===== src/rtl/out_data_rx.sv =====
// out_data_rx: receive-side data stage feeding the OUT FIFO.
// Checks toggle and CRC16, withholds the CRC bytes, drives the FIFO handshake.
module out_data_rx #(
   parameter int OUT_MAXPACKETSIZE = 8
) (
   input  logic       clk_i,
   input  logic       rstn_i,
   input  logic       clk_gate_i,
   input  logic       pkt_start_i,
   input  logic       pid_data1_i,
   input  logic       toggle_clr_i,
   input  logic [7:0] rx_data_i,
   input  logic       rx_valid_i,
   input  logic       rx_eop_i,
   input  logic       rx_err_i,
   output logic [7:0] out_data_o,
   output logic       out_valid_o,
   output logic       out_err_o,
   output logic       out_ready_o,
   input  logic       out_nak_i,
   output logic       done_o,
   output logic [1:0] status_o,
   output logic       crc_err_o
);

   localparam int            CW       = $clog2(OUT_MAXPACKETSIZE + 1);
   localparam logic [CW-1:0] MAXC     = CW'(OUT_MAXPACKETSIZE);
   localparam logic [15:0]   CRC_INIT = 16'hFFFF;
   localparam logic [15:0]   CRC_RES  = 16'hB001;
   localparam logic [1:0]    ST_NONE  = 2'b00;
   localparam logic [1:0]    ST_ACK   = 2'b01;
   localparam logic [1:0]    ST_NAK   = 2'b10;

   typedef enum logic [2:0] {
      S_IDLE,
      S_RX0,
      S_RX1,
      S_RXN,
      S_ABORT,
      S_COMMIT
   } state_t;

   state_t        r_state;
   logic [7:0]    r_old;
   logic [7:0]    r_new;
   logic [15:0]   r_crc;
   logic [CW-1:0] r_cnt;
   logic          r_toggle;
   logic          r_mismatch;
   logic          r_nak;
   logic          r_crc_bad;
   logic          r_restart;
   logic          r_restart_pid;

   logic [15:0]   w_crc_nxt;
   logic          w_tgl;

   function automatic logic [15:0] f_crc(input logic [15:0] c,
                                         input logic [7:0]  d);
      logic [15:0] x;
      x = c ^ {8'h00, d};
      for (int i = 0; i < 8; i++) begin
         x = x[0] ? ((x >> 1) ^ 16'hA001) : (x >> 1);
      end
      return x;
   endfunction

   assign w_crc_nxt = f_crc(r_crc, rx_data_i);
   // a same-cycle clear already counts when judging the incoming PID
   assign w_tgl     = toggle_clr_i ? 1'b0 : r_toggle;

   always_ff @(posedge clk_i or negedge rstn_i) begin
      if (!rstn_i) begin
         r_state       <= S_IDLE;
         r_old         <= 8'h00;
         r_new         <= 8'h00;
         r_crc         <= CRC_INIT;
         r_cnt         <= '0;
         r_toggle      <= 1'b0;
         r_mismatch    <= 1'b0;
         r_nak         <= 1'b0;
         r_crc_bad     <= 1'b0;
         r_restart     <= 1'b0;
         r_restart_pid <= 1'b0;
         out_data_o    <= 8'h00;
         out_valid_o   <= 1'b0;
         out_err_o     <= 1'b0;
         out_ready_o   <= 1'b0;
         done_o        <= 1'b0;
         status_o      <= ST_NONE;
         crc_err_o     <= 1'b0;
      end else if (clk_gate_i) begin
         out_data_o  <= 8'h00;
         out_valid_o <= 1'b0;
         out_err_o   <= 1'b0;
         out_ready_o <= 1'b0;
         done_o      <= 1'b0;
         status_o    <= ST_NONE;
         crc_err_o   <= 1'b0;
         if (toggle_clr_i) begin
            r_toggle <= 1'b0;
         end
         unique case (r_state)
            S_IDLE: begin
               if (pkt_start_i) begin
                  r_state    <= S_RX0;
                  r_mismatch <= (pid_data1_i != w_tgl);
                  r_crc      <= CRC_INIT;
                  r_cnt      <= '0;
               end
            end
            S_RX0, S_RX1, S_RXN: begin
               r_crc_bad <= 1'b0;
               r_restart <= 1'b0;
               if (rx_err_i) begin
                  r_state     <= S_ABORT;
                  out_err_o   <= 1'b1;
                  out_ready_o <= 1'b1;
               end else if (pkt_start_i) begin
                  r_state       <= S_ABORT;
                  out_err_o     <= 1'b1;
                  out_ready_o   <= 1'b1;
                  r_restart     <= 1'b1;
                  r_restart_pid <= pid_data1_i;
               end else if (rx_eop_i) begin
                  if (r_state != S_RXN || r_crc != CRC_RES) begin
                     r_state     <= S_ABORT;
                     out_err_o   <= 1'b1;
                     out_ready_o <= 1'b1;
                     r_crc_bad   <= (r_state == S_RXN);
                  end else begin
                     // nak is judged now, ahead of the commit strobe
                     r_state     <= S_COMMIT;
                     r_nak       <= out_nak_i;
                     out_ready_o <= ~r_mismatch;
                  end
               end else if (rx_valid_i) begin
                  r_crc <= w_crc_nxt;
                  r_old <= r_new;
                  r_new <= rx_data_i;
                  if (r_state == S_RX0) begin
                     r_state <= S_RX1;
                  end else if (r_state == S_RX1) begin
                     r_state <= S_RXN;
                  end else if (r_cnt == MAXC) begin
                     r_state     <= S_ABORT;
                     out_err_o   <= 1'b1;
                     out_ready_o <= 1'b1;
                  end else begin
                     r_cnt       <= r_cnt + CW'(1);
                     out_data_o  <= r_mismatch ? 8'h00 : r_old;
                     out_valid_o <= ~r_mismatch;
                     out_ready_o <= ~r_mismatch;
                  end
               end
            end
            S_ABORT: begin
               done_o    <= 1'b1;
               status_o  <= ST_NONE;
               crc_err_o <= r_crc_bad;
               if (r_restart) begin
                  r_state    <= S_RX0;
                  r_mismatch <= (r_restart_pid != w_tgl);
                  r_crc      <= CRC_INIT;
                  r_cnt      <= '0;
               end else begin
                  r_state <= S_IDLE;
               end
            end
            S_COMMIT: begin
               done_o  <= 1'b1;
               r_state <= S_IDLE;
               if (r_mismatch) begin
                  status_o <= ST_ACK;
               end else if (r_nak) begin
                  status_o <= ST_NAK;
               end else begin
                  status_o <= ST_ACK;
                  r_toggle <= toggle_clr_i ? 1'b0 : ~r_toggle;
               end
            end
            default: r_state <= S_IDLE;
         endcase
      end
   end

endmodule

===== config.mk =====
export PLATFORM = sky130hd
export DESIGN_NAME = out_data_rx
export DESIGN_NICKNAME = d
export VERILOG_FILES = /design/src/rtl/out_data_rx.sv
export SDC_FILE = /design/constraint.sdc
export NUM_CORES = 1
export LEC_CHECK = 0
export ABC_AREA = 1
export BUFFER_PORTS_ARGS = -buffer_cell sky130_fd_sc_hd__buf_4
export CAP_MARGIN = 20
export CORE_MARGIN = 8
export CORE_UTILIZATION = 63
export CTS_CLUSTER_SIZE = 10
export DETAILED_ROUTE_END_ITERATION = 6
export PLACE_DENSITY_LB_ADDON = 0.15
export SYNTH_ARGS = -nofsm -noshare
export SYNTH_HDL_FRONTEND = slang
export SYNTH_SLANG_ARGS = --single-unit

===== constraint.sdc =====
create_clock -name clk_i -period 4.6 [get_ports clk_i]
set_input_delay 0.23 -clock clk_i [delete_from_list [all_inputs] [get_ports clk_i]]
set_output_delay 0.23 -clock clk_i [all_outputs]
set_load 0.01 [all_outputs]

### Yosys cells after proc, flatten, opt, wreduce, memory -nomap -nowiden

Index checks and enable logic that the tools add are counted.

* latch bits: 0
* flip-flop bits (word level): 60
* memory bits (read-only): 0
* input bits: 18
* bits in writable memories: 0
* memories kept: 0
* output and inout port bits: 15

* multiply operators: 0
* reductions and logical operators: 14
* divide/modulo/power cells: 0
* shift-type cells: 0
* bitwise logic cells: 15
* equal/unequal tests: 21
* mux-type cells: 90
* $lt $le $gt $ge: 0
* add/sub/neg operators: 1

Operators by type and width (number)
* $mux W16: 14
* $mux W8: 9
* $pmux W16 S3: 1
* $mux W1: 43
* $mux W4: 9
* $mux W3: 8
* $not A2 Y3: 8
* $ne A2 B2 Y1 const B: 9
* $ne A16 B16 Y1 const B: 1
* $xor A16 B8 Y16: 1
* $pmux W4 S3: 1
* $reduce_and A4 Y1: 3
* $reduce_and A6 Y1: 2
* $reduce_and A11 Y1: 1
* $pmux W3 S3: 1
* $reduce_and A8 Y1: 1
* $ne A7 B7 Y1 const B: 1
* $eq A3 B2 Y1 const B: 2
* $eq A3 B3 Y1 const B: 2
* $mux W2: 3
* $not A1 Y1: 6
* $ne A5 B5 Y1 const B: 1
* $add A4 B1 Y4 const B: 1
* $eq A4 B4 Y1 const B: 1
* 11 further kinds: 12

### Depth between registers and ports, before layout

Gate-level depths: netlist of the first run.

* word-level depth: 22
* gate-level depth with buffers: 15

### Worst setup path after synthesis of the first run

Ideal clock, no wire load.

* path kind: reg2reg
* start: register r_state[0]
* end: register r_new[0]
* path buffers: 1
* data arrival time: 1.541 ns
* setup time: 0.118 ns
* setup slack: 2.941 ns
* cell stages (with the launch flop): 12
* clock period less this slack: 1.659 ns
* cells stage by stage: dfrtp_1 -> nor2_4 -> nor2_8 -> inv_8 -> nor2_2 -> a21oi_2 -> nand2_2 -> nor2_8 -> inv_2 -> buf_6 -> nand2_1 -> o21ai_2

* longest elaborated chain between the ends: 3
* elaborated cells on any way between the ends: 5
* those cells by class: eq/ne: 3; reduce/logical: 2

RTL lines
* start: declaration: line 43 `state_t r_state;`
* start signal: assignment: line 74 `r_state <= S_IDLE;`
* start signal: assignment: line 106 `r_state <= S_RX0;`
* start signal: assignment: line 116 `r_state <= S_ABORT;`
* $eq A3 B2 Y1 or $eq A3 B1 Y1 (tied branches): line 103 `unique case (r_state)`
* $reduce_or A3 Y1 (*): line 103
* $reduce_and A6 Y1 (no source line) (*)
* end signal: assignment: line 140 `r_new <= rx_data_i;`
* end: declaration: line 45 `logic [7:0] r_new;`

Every way passes the cells marked *; elsewhere a longest branch is shown, timed or not.
A chain may end at the register's enable or synchronous reset.

### Final worst setup path of the first run

* start: register r_state[0]
* end: register r_old[7]

* longest elaborated chain between the ends: 3
* elaborated cells on any way between the ends: 5
* those cells by class: eq/ne: 3; reduce/logical: 2

RTL lines
* $eq A3 B2 Y1 or $eq A3 B1 Y1 (tied branches): line 103
* $reduce_or A3 Y1 (*): line 103
* $reduce_and A6 Y1 (no source line) (*)
* end signal: assignment: line 139 `r_old <= r_new;`
* end: declaration: line 44 `logic [7:0] r_old;`

Marks and branches as above.

==> flow_summary.toml, run 1 <==
[worst_setup_path]
sum_of_buffers_and_inverters_on_the_critical_path = 2
cpPeakStageDelay_ns = 0.48
cpMaxStageDelayCell = "nor2_8"
crit_family = "simple AND/OR/NAND/NOR gates"
critical_path_peak_fanout = 36
r2r_cells = 10
cells_along_the_critical_path = "nor2_4, nor2_8, inv_8, nor2_2, a21oi_2, nand2_2, nor2_8, inv_2, nand2_1, nand2_1"
regToRegSetupSlack_ns = 2.15
regToRegEndpoint = "r_old[7]"
critical_path_required_ns = 4.82
worst_setup_end_kind = "flop"
startpoint_type = "flop"
critPathArrivalTime_ns = 2.67
cp_num_cells = 10
criticalPathCategory = "reg2reg"
r2r_start = "r_state[0]"

[placement]
globalplace.congestion = 0.939
placement.cell_area_um2 = 3350
placement.setup.worst_slack_ns = 2.20
dpl.cell_count = 460
hpwlAfterDp_um = 4620
io_buffers = 32

[synth]
syn_nets = 390
muxShareOfSynthArea = 0.00323
asyncSetResetFlopFracSynth = 1.00
syn-instance-count = 370
synth.lib_cells_used.distinct = 38
synth_flop_cell = "dfrtp_1"
synth_area_in_compound_gates = 0.131
number_of_flops_mapped_to_enable_cells_by_yosys = 0
yosysMostFrequentCell = "nand2_1"
synth-seq-cells = 60
share_of_synthesized_area_occupied_by_flip_flops_and_latches = 0.492
synth_area_leaders = "dfrtp_1 36%, nand2_1 15%, dfstp_2 14%"
synth_xor_xnor_area_share = 0.0255
synth_adder_area_share = 0.00809
synthDominantAreaCellType = "dfrtp_1"
syn_area_um2 = 3090
yosysTopAreaCellShare = 0.356
post_synthesis_simple_gate_area_fraction = 0.253
ys_top_cells_by_count = "121 x nand2_1, 49 x inv_1, 44 x dfrtp_1, 21 x o21ai_0"
yosys_warnings = 0
synth_top_family_by_area = "simple AND/OR/NAND/NOR gates"
synthesis.area_per_instance_um2 = 8.36

[timing]
final_hold_vios = 0
skew_ns = 0.00910
maxSlewHeadroom = 0.521
final_period_minus_worst_setup_slack_ns = 2.45
period_share = 0.532
grt_setup_unrepaired = "false"
fin_ws_ns = 2.15
tightestPinTransition_ns = 0.719
finalMaxSlewViolations = 0
clock.fmax_mhz = 408
setup_tns_ns = 0
final_hold_slack_ns = 0.101
report.final.setup_viol = 0

[drt]
detailedRoute.firstPassIterationCount = 4
drc_errors = 0
finalWirelength_um = 6550
dr_total_vias = 2605
avgViaCountPerCell = 5.46
drt_first_iter_violations = 145
postRouteAntennaNets = 0
post_drt_wl_per_cell_um = 13.7

[grt]
via_count_of_the_first_global_routing_pass = 2486
wire_length_of_the_first_global_routing_pass_um = 10800
largest_net_degree_at_the_start_of_global_routing = 61
grt_remaining_overflow = 0
antenna_found_initial = 0
track_usage = 0.183

[job]
maxCapViolations = 0

[clock_network]
clkTransAtPathRegs_ns = 0.07
tritoncts = "yes"
clock_insertion_delay_at_the_later_pin_of_the_skew_report_ns = 0.34
post_cts.resized_instances = 0
cts_buffer_depth = 2
htree_levels = 3
ctsRootBufferMaster = "clkbuf_8"
cts_inserted_buffers = 9
cts_num_sinks = 60

[cells_and_area]
layout-drive-gt1-share = 0.195
nets = 425
num_antenna_cells = 0
final_cells = 477
fillers = 351
finalInstanceArea_um2 = 3550
flow.area_growth_from_synthesis_pct = 14.8
finalCoreUtilization = 0.752

[hold_path]
min-delay-path-class = "in2reg"
timing.hold.worst.start = "out_nak_i"
min_path_cells = 3
timing.hold.worst_endpoint = "r_nak"

[outcome]
status = "finished clean"

[floorplanning]
initial_core_util = 0.655
die_y_um = 86.1
boundary_pins = 33
design.core.area_um2 = 4720
die_x_extent_um = 86.1
die_area_um2 = 7410
floorplan.rows = 25

[power]
switchingPower_uw = 838
power_dens_cells_nw_per_um2 = 595
p_int_mw = 1.28
combinationalPowerShare = 0.369
seq_power_share = 0.410
ir_drop_worst_case_vdd_mv = 0.344
fraction_of_power_consumed_by_the_clock_network = 0.221
p_total_mw = 2.11
swShare = 0.396
p_leak_nw = 1.85
-- placed cells by master, fill, tap and decap left out, drive strengths merged --
cell         netlist  routed
dfrtp             44      44
a32oi              5       5
buf                7      32
nand3             19      19
mux2i              1       1
a21oi              5       5
o22ai              3       3
a22oi              9       9
nand3b             1       1
a32o               6       6
ha                 2       2
clkinv             0       3
xor2               5       5
nand2            122     122
nor3               6       6
dfstp             16      16
xnor2              4       4
nor3b              2       2
clkbuf             2      11
inv               52      52
dlygate4sd3        0       1
o21ai             28      28
o21a               1       1
a31oi              2       2
nor2              23      23
nand4              5       5
clkinvlp           0       1
bufinv             0       1
-- cells by family after synthesis --
kind of cell	after synthesis
and+or+nand+nor	178
buffers and inverters	61
DFF	60
AOI/OAI and AO/OA	59
xor gates and xnor gates	9
adders and majority gates	2
muxes	1
-- power by group through the flow --
stage / Sequential [mW] / Clock, mW / Combinational, mW
CTS: 0.865 / 0.471 / 0.782
finish: 0.867 / 0.466 / 0.780
floorplan: 0.840 / 0 / 0.618
global placement: 0.864 / 0 / 0.749
global route: 0.887 / 0.489 / 0.877
detailed placement: 0.871 / 0 / 0.774
-- routing by layer --
layer | global-route usage | up-vias | share of wire
li1 | - | 1274 | -
met1 | 0.202 | 1248 | 0.41
met2 | 0.316 | 69 | 0.51
met3 | 0.0564 | 14 | 0.056
met4 | 0.0828 | 0 | 0.024
met5 | 0 | - | 0
-- repair_timing --
| action | CTS | global route |
|---|---|---|
| buffers inserted | 0 | 0 |
| setup endpoints to repair | 0 | 0 |
| hold endpoints to repair | 44 | 0 |
| hold buffers | 1 | 0 |
-- sequential cells by signal, indices dropped and copies added (netlist names) --
register,flops
r_crc,16
out_data_o,8
r_new,8
r_old,8
r_cnt,4
r_state,3
status_o,2
crc_err_o,1
done_o,1
out_err_o,1
out_ready_o,1
out_valid_o,1
r_crc_bad,1
r_mismatch,1
r_nak,1
r_restart,1
r_restart_pid,1
r_toggle,1
-- worst max path at each step --
stage	start	endpoint
floorplan	r_state[0]	r_new[0]
global placement	r_state[0]	r_new[1]
detailed placement	r_state[0]	r_new[4]
CTS	r_state[0]	r_old[7]
global route	r_state[0]	r_old[7]
finish	r_state[0]	r_old[7]
-- tightest hold or removal path, delay by kind of cell --
family	cells	cell delay, ns
buffers and inverters	2	0.13
multiplexers	1	0.05
-- area by class of cell --
type,instances,area (µm²),share of cell area
repair buffers,33,250,0.0704
multi-input cells,249,1300,0.366
flip-flops and latches,60,1520,0.428
inverters,52,203,0.0571
well taps,67,83.8,0.0236
clock inverters,5,51.3,0.0144
clock buffers,11,141,0.0398
Power figures use the tool's default switching activity.
==> inputs of run 2 (changes only) <==
- ABC_AREA: 1 -> 0
- CORE_UTILIZATION: 63 -> 52
- clock period: 4.6 -> 1.96 ns (I/O delays scaled with it)
==> flow_summary.toml, run 2 <==
[clock_network]
clock_insertion_delay_at_the_later_pin_of_the_skew_report_ns = 0.34
ctsRootBufferMaster = "clkbuf_8"
cts_inserted_buffers = 9
tritoncts = "yes"
cts_num_sinks = 60
htree_levels = 3
cts_buffer_depth = 2
clkTransAtPathRegs_ns = 0.07

[drt]
dr_total_vias = 2298
met2_length_um = 3250
postRouteAntennaNets = 0
post_drt_wl_per_cell_um = 16.4
dr.max_layer_used = "met4"
drt_first_iter_violations = 117
finalWirelength_um = 6700
detailedRoute.firstPassIterationCount = 4
drc_errors = 0
wirelength_met1_um = 2960
avgViaCountPerCell = 5.62
route.met3.wl_um = 345

[synth]
synth.lib_cells_used.distinct = 55
synth_area_leaders = "dfrtp_1 37%, dfstp_2 14%, nand2_1 7.9%"
number_of_flops_mapped_to_enable_cells_by_yosys = 0
synthDominantAreaCellType = "dfrtp_1"
muxShareOfSynthArea = 0.0183
synth_area_in_compound_gates = 0.151
syn_area_um2 = 2940
synth_xor_xnor_area_share = 0.0923
yosysMostFrequentCell = "nand2_1"
yosysTopAreaCellShare = 0.374
yosys_warnings = 0
asyncSetResetFlopFracSynth = 1.00
synthesis.area_per_instance_um2 = 10.7
share_of_synthesized_area_occupied_by_flip_flops_and_latches = 0.517
ys_top_cells_by_count = "62 x nand2_1, 44 x dfrtp_1, 16 x dfstp_2, 16 x xnor2_1, 10 x a22o_1"
post_synthesis_simple_gate_area_fraction = 0.174
synth_top_family_by_area = "simple AND/OR/NAND/NOR gates"
synth_flop_cell = "dfrtp_1"
synth-seq-cells = 60
syn-instance-count = 274
synth_adder_area_share = 0.0119
syn_nets = 294

[timing]
report.final.setup_viol = 2
skew_ns = 0.00735
period_share = 1.02
clock.fmax_mhz = 502
tightestPinTransition_ns = 0.734
final_hold_vios = 0
grt_setup_unrepaired = "true"
fin_ws_ns = -0.0322
finalMaxSlewViolations = 0
setup_tns_ns = -0.0388
maxSlewHeadroom = 0.510
final_period_minus_worst_setup_slack_ns = 1.99

[worst_setup_path]
worst_setup_end_kind = "flop"
critical_path.endpoint = "r_nak"
regToRegSetupSlack_ns = -0.03
crit_start = "r_crc[0]"
critical_path_required_ns = 2.18
critical_path_peak_fanout = 3
critPathArrivalTime_ns = 2.22
startpoint_type = "flop"
criticalPathCategory = "reg2reg"
r2r_cells = 4
regToRegEndpoint = "r_nak"
r2r_start = "r_crc[0]"

[grt]
antenna_found_initial = 0
wire_length_of_the_first_global_routing_pass_um = 11500
grt_remaining_overflow = 0
via_count_of_the_first_global_routing_pass = 2309
largest_net_degree_at_the_start_of_global_routing = 61
track_usage = 0.169

[placement]
placement.setup.worst_slack_ns = -0.0270
globalplace.congestion = 0.798
hpwlAfterDp_um = 4600
placement.cell_area_um2 = 3310
io_buffers = 32
dpl.cell_count = 378

[cells_and_area]
final-seq-area_um2 = 1520
nets = 352
layout.cells.most_common = "nand2_1"
multi_input_area_um2 = 1370
fillers = 429
finalInstanceArea_um2 = 3750
num_antenna_cells = 0
final_cells = 409
layout_common_cells = "61 x nand2_1, 48 x buf_4, 44 x dfrtp_1"
layout-drive-gt1-share = 0.309
flow.area_growth_from_synthesis_pct = 27.5
regMostFlops = "r_crc"
largest_register_ff_count = 16

[hold_path]
min-delay-path-class = "in2reg"

[power]
p_total_mw = 4.56
power_dens_cells_nw_per_um2 = 1210
p_leak_nw = 1.77
ir_drop_worst_case_vdd_mv = 0.714

[outcome]
violations = "negative setup slack"
status = "finished, violations left"

[floorplanning]
floorplan.rows = 27
boundary_pins = 33
die_area_um2 = 8320
design.core.area_um2 = 5470
die_x_extent_um = 91.2
initial_core_util = 0.538
die_y_um = 91.2

[job]
maxCapViolations = 0
==> run 2: cell types whose count changed after synthesis, moves of 6 or more <==
cell	before	now
inv_1	49	8
nor2_1	19	9
nand2_1	121	62
a32o_1	6	0
a2bb2oi_1	0	9
nand3_1	19	3
a22o_1	0	10
a22oi_1	9	0
xnor2_1	4	16
o21ai_0	21	3
==> run 2: worst min-delay path by stage <==
stage / start / cells past startpoint / slack [ns] / end
after floorplan: rstn_i / 0 / -0.20 / crc_err_o
after CTS: clk_gate_i / 2 / 0.05 / r_toggle
after global routing: clk_gate_i / 2 / 0.07 / r_toggle
final: clk_gate_i / 2 / 0.07 / r_toggle
after detailed placement: rstn_i / 1 / 0.21 / r_cnt[2]
after global placement: rstn_i / 1 / 0.21 / r_cnt[2]
==> run 2: critical path, stage by stage (launching register included) <==
cell,delay [ns]
dfstp_2,0.56
or4b_4,0.47
nor4_4,0.37
nand4_1,0.19
mux2_2,0.30
==> run 2: timing repair <==
action | CTS | global route
endpoints found under the hold margin | 55 | 0
pin swaps | 2 | 9
endpoints found under the setup margin | 4 | 17
buffers inserted | 1 | 2
resized for setup | 1 | 9
hold buffers | 12 | 0
==> run 2: kinds of logic (layout without fill, tap and decap cells) <==
family	Yosys count	in the layout
AO/OA/AOI/OAI	54	54
multiplexers	5	5
adder cells (fa/ha/maj)	3	3
AND/OR/NAND/NOR	104	104
flip-flops	60	60
buffers and inverters	22	85
XOR/XNOR	26	26
==> run 2: final cells by class <==
cell class	count	area share
inverter	8	0.00801
sequential	60	0.406
tap	72	0.0240
multi-input combinational	192	0.365
clock buffer	10	0.0340
timing repair buffer	61	0.133
clock inverter	6	0.0300
==> run 2: where the power goes <==
group	leakage, nW	switching, mW	internal [mW]
combinational	0.884	0.686	0.740
sequential	0.764	0.226	1.56
clock	0.120	0.503	0.847
==> run 2: routing by layer <==
| layer | up-vias | GRT usage |
|---|---|---|
| li1 | 1072 | - |
| met1 | 1143 | 0.212 |
| met2 | 70 | 0.269 |
| met3 | 13 | 0.0494 |
| met4 | 0 | 0.0682 |
| met5 | - | 0 |
==> run 2: per-stage QoR <==
| step | hold WS, ns | util |
|---|---|---|
| after floorplan | -0.198 | - |
| after global placement | 0.211 | 0.606 |
| after detailed placement | 0.208 | 0.606 |
| after CTS | 0.0497 | 0.674 |
| after global routing | 0.0660 | 0.685 |
| final | 0.0706 | 0.685 |
==> inputs of run 3 (changes only) <==
- CORE_MARGIN: 8 -> 1
- SKIP_LAST_GASP: not set -> 1
==> flow_summary.toml, run 3 (synthesis gave the netlist of run 2 again) <==
[placement]
hpwlAfterDp_um = 4150
io_buffers = 32
placement.setup.worst_slack_ns = -0.0364
globalplace.congestion = 0.807

[cells_and_area]
layout.cells.most_common = "nand2_1"
num_antenna_cells = 0
flow.area_growth_from_synthesis_pct = 27.6
largest_register_ff_count = 16
nets = 355
regMostFlops = "r_crc"
fillers = 442
layout_common_cells = "62 x nand2_1, 51 x buf_4, 44 x dfrtp_1"
layout-drive-gt1-share = 0.315

[drt]
dr_total_vias = 2267
route.met3.wl_um = 205
wirelength_met1_um = 2890
drc_errors = 0
post_drt_wl_per_cell_um = 15.5
finalWirelength_um = 6380
met2_length_um = 3220
detailedRoute.firstPassIterationCount = 4
dr.max_layer_used = "met4"
drt_first_iter_violations = 95
postRouteAntennaNets = 0
avgViaCountPerCell = 5.50

[hold_path]
timing.hold.worst.start = "clk_gate_i"
min_path_cells = 2
timing.hold.worst_endpoint = "r_toggle"
min-delay-path-class = "in2reg"

[grt]
track_usage = 0.239
largest_net_degree_at_the_start_of_global_routing = 61
grt_remaining_overflow = 0
wire_length_of_the_first_global_routing_pass_um = 10800
antenna_found_initial = 0
via_count_of_the_first_global_routing_pass = 2304

[floorplanning]
die_x_extent_um = 77.2
boundary_pins = 33
design.core.area_um2 = 5470
die_area_um2 = 5960
die_y_um = 77.2
initial_core_util = 0.538
floorplan.rows = 27

[clock_network]
clkTransAtPathRegs_ns = 0.06
cts_buffer_depth = 2
tritoncts = "yes"
ctsRootBufferMaster = "clkbuf_8"
cts_inserted_buffers = 9
htree_levels = 3
cts_num_sinks = 60
clock_insertion_delay_at_the_later_pin_of_the_skew_report_ns = 0.33

[power]
combinationalPowerShare = 0.333
switchingPower_mw = 1.37
p_leak_nw = 1.78
fraction_of_power_consumed_by_the_clock_network = 0.262
ir_drop_worst_case_vdd_mv = 0.583
power_dens_cells_nw_per_um2 = 1170
p_int_mw = 3.03
seq_power_share = 0.405
swShare = 0.311
p_total_mw = 4.39

[worst_setup_path]
r2r_start = "r_crc[0]"
critPathArrivalTime_ns = 2.18
critical_path_required_ns = 2.17
critical_path_peak_fanout = 3
r2r_cells = 4
regToRegSetupSlack_ns = -0.007
startpoint_type = "flop"
criticalPathCategory = "reg2reg"
regToRegEndpoint = "r_nak"
worst_setup_end_kind = "flop"

[timing]
maxSlewHeadroom = 0.505
final_hold_vios = 0
report.final.setup_viol = 1
finalMaxSlewViolations = 0
skew_ns = 0.00683
period_share = 1.00
grt_setup_unrepaired = "true"
clock.fmax_mhz = 508
final_period_minus_worst_setup_slack_ns = 1.97
fin_ws_ns = -0.00726
final_hold_slack_ns = 0.0760
tightestPinTransition_ns = 0.742

[job]
maxCapViolations = 0

[outcome]
status = "finished, violations left"
violations = "negative setup slack"
==> run 3: cell types whose count changed in the layout (fill, tap and decap cells not counted), moves of 2 or more <==
cell and change:
clkbuf_8 +3, clkinv_4 -2, xnor2_2 +3, clkbuf_1 +2, bufinv_16 -2, xnor2_1 -3
buf_4 +3
==> run 3: repair_timing <==
action | in CTS | in global routing
resized for setup | 1 | 11
setup buffers | 1 | 4
hold endpoints to repair | 55 | 0
hold buffers | 12 | 0
pin swaps | 2 | 9
endpoints found under the setup margin | 10 | 12
==> run 3: worst max path at each step <==
stage | startpoint | cells past startpoint | end
floorplan | r_crc[0] | 5 | out_ready_o
global placement | r_crc[0] | 4 | r_nak
detailed placement | r_cnt[1] | 5 | out_data_o[0]
CTS | r_crc[0] | 4 | r_nak
global route | r_crc[0] | 5 | out_ready_o
finish | r_crc[0] | 4 | r_nak
==> run 3: area by class of cell <==
| cell class | count | area (µm²) | share of cell area |
|---|---|---|---|
| flip-flops and latches | 60 | 1520 | 0.405 |
| multi-input cells | 192 | 1390 | 0.369 |
| repair buffers | 64 | 523 | 0.139 |
| clock buffers | 15 | 176 | 0.0470 |
| well taps | 72 | 90.1 | 0.0240 |
| clock inverters | 1 | 30.0 | 0.00799 |
| inverters | 8 | 30.0 | 0.00799 |
==> run 3: stage by stage <==
stage | cell area [µm²] | utilization | cells | TNS, ns
6_report | 3760 | 0.686 | 412 | -0.00726
5_1_grt | 3760 | 0.686 | 412 | -0.267
4_1_cts | 3660 | 0.670 | 408 | -0.0107
3_5_place_dp | 3320 | 0.607 | 379 | -0.207
3_3_place_gp | 3320 | 0.607 | 379 | 0
2_1_floorplan | 2940 | - | 274 | 0
==> run 3: metal layers <==
metal,global-route usage,up-vias
li1,-,1079
met5,0,-
met1,0.294,1139
met3,0.0679,8
met4,0.104,0
met2,0.391,41
==> run 3: critical path, stage by stage, from the launching register on <==
cell     delay (ns)
dfstp_2        0.53
or4b_4         0.47
nor4_4         0.37
nand4_1        0.18
mux2_2         0.30
==> run 3: power groups by stage <==
stage	clock, mW	combinational, mW	sequential [mW]
after CTS	1.19	1.37	1.77
after global routing	1.23	1.61	1.81
after detailed placement	0	1.32	1.79
after global placement	0	1.31	1.78
final	1.15	1.47	1.78
after floorplan	0	0.960	1.73
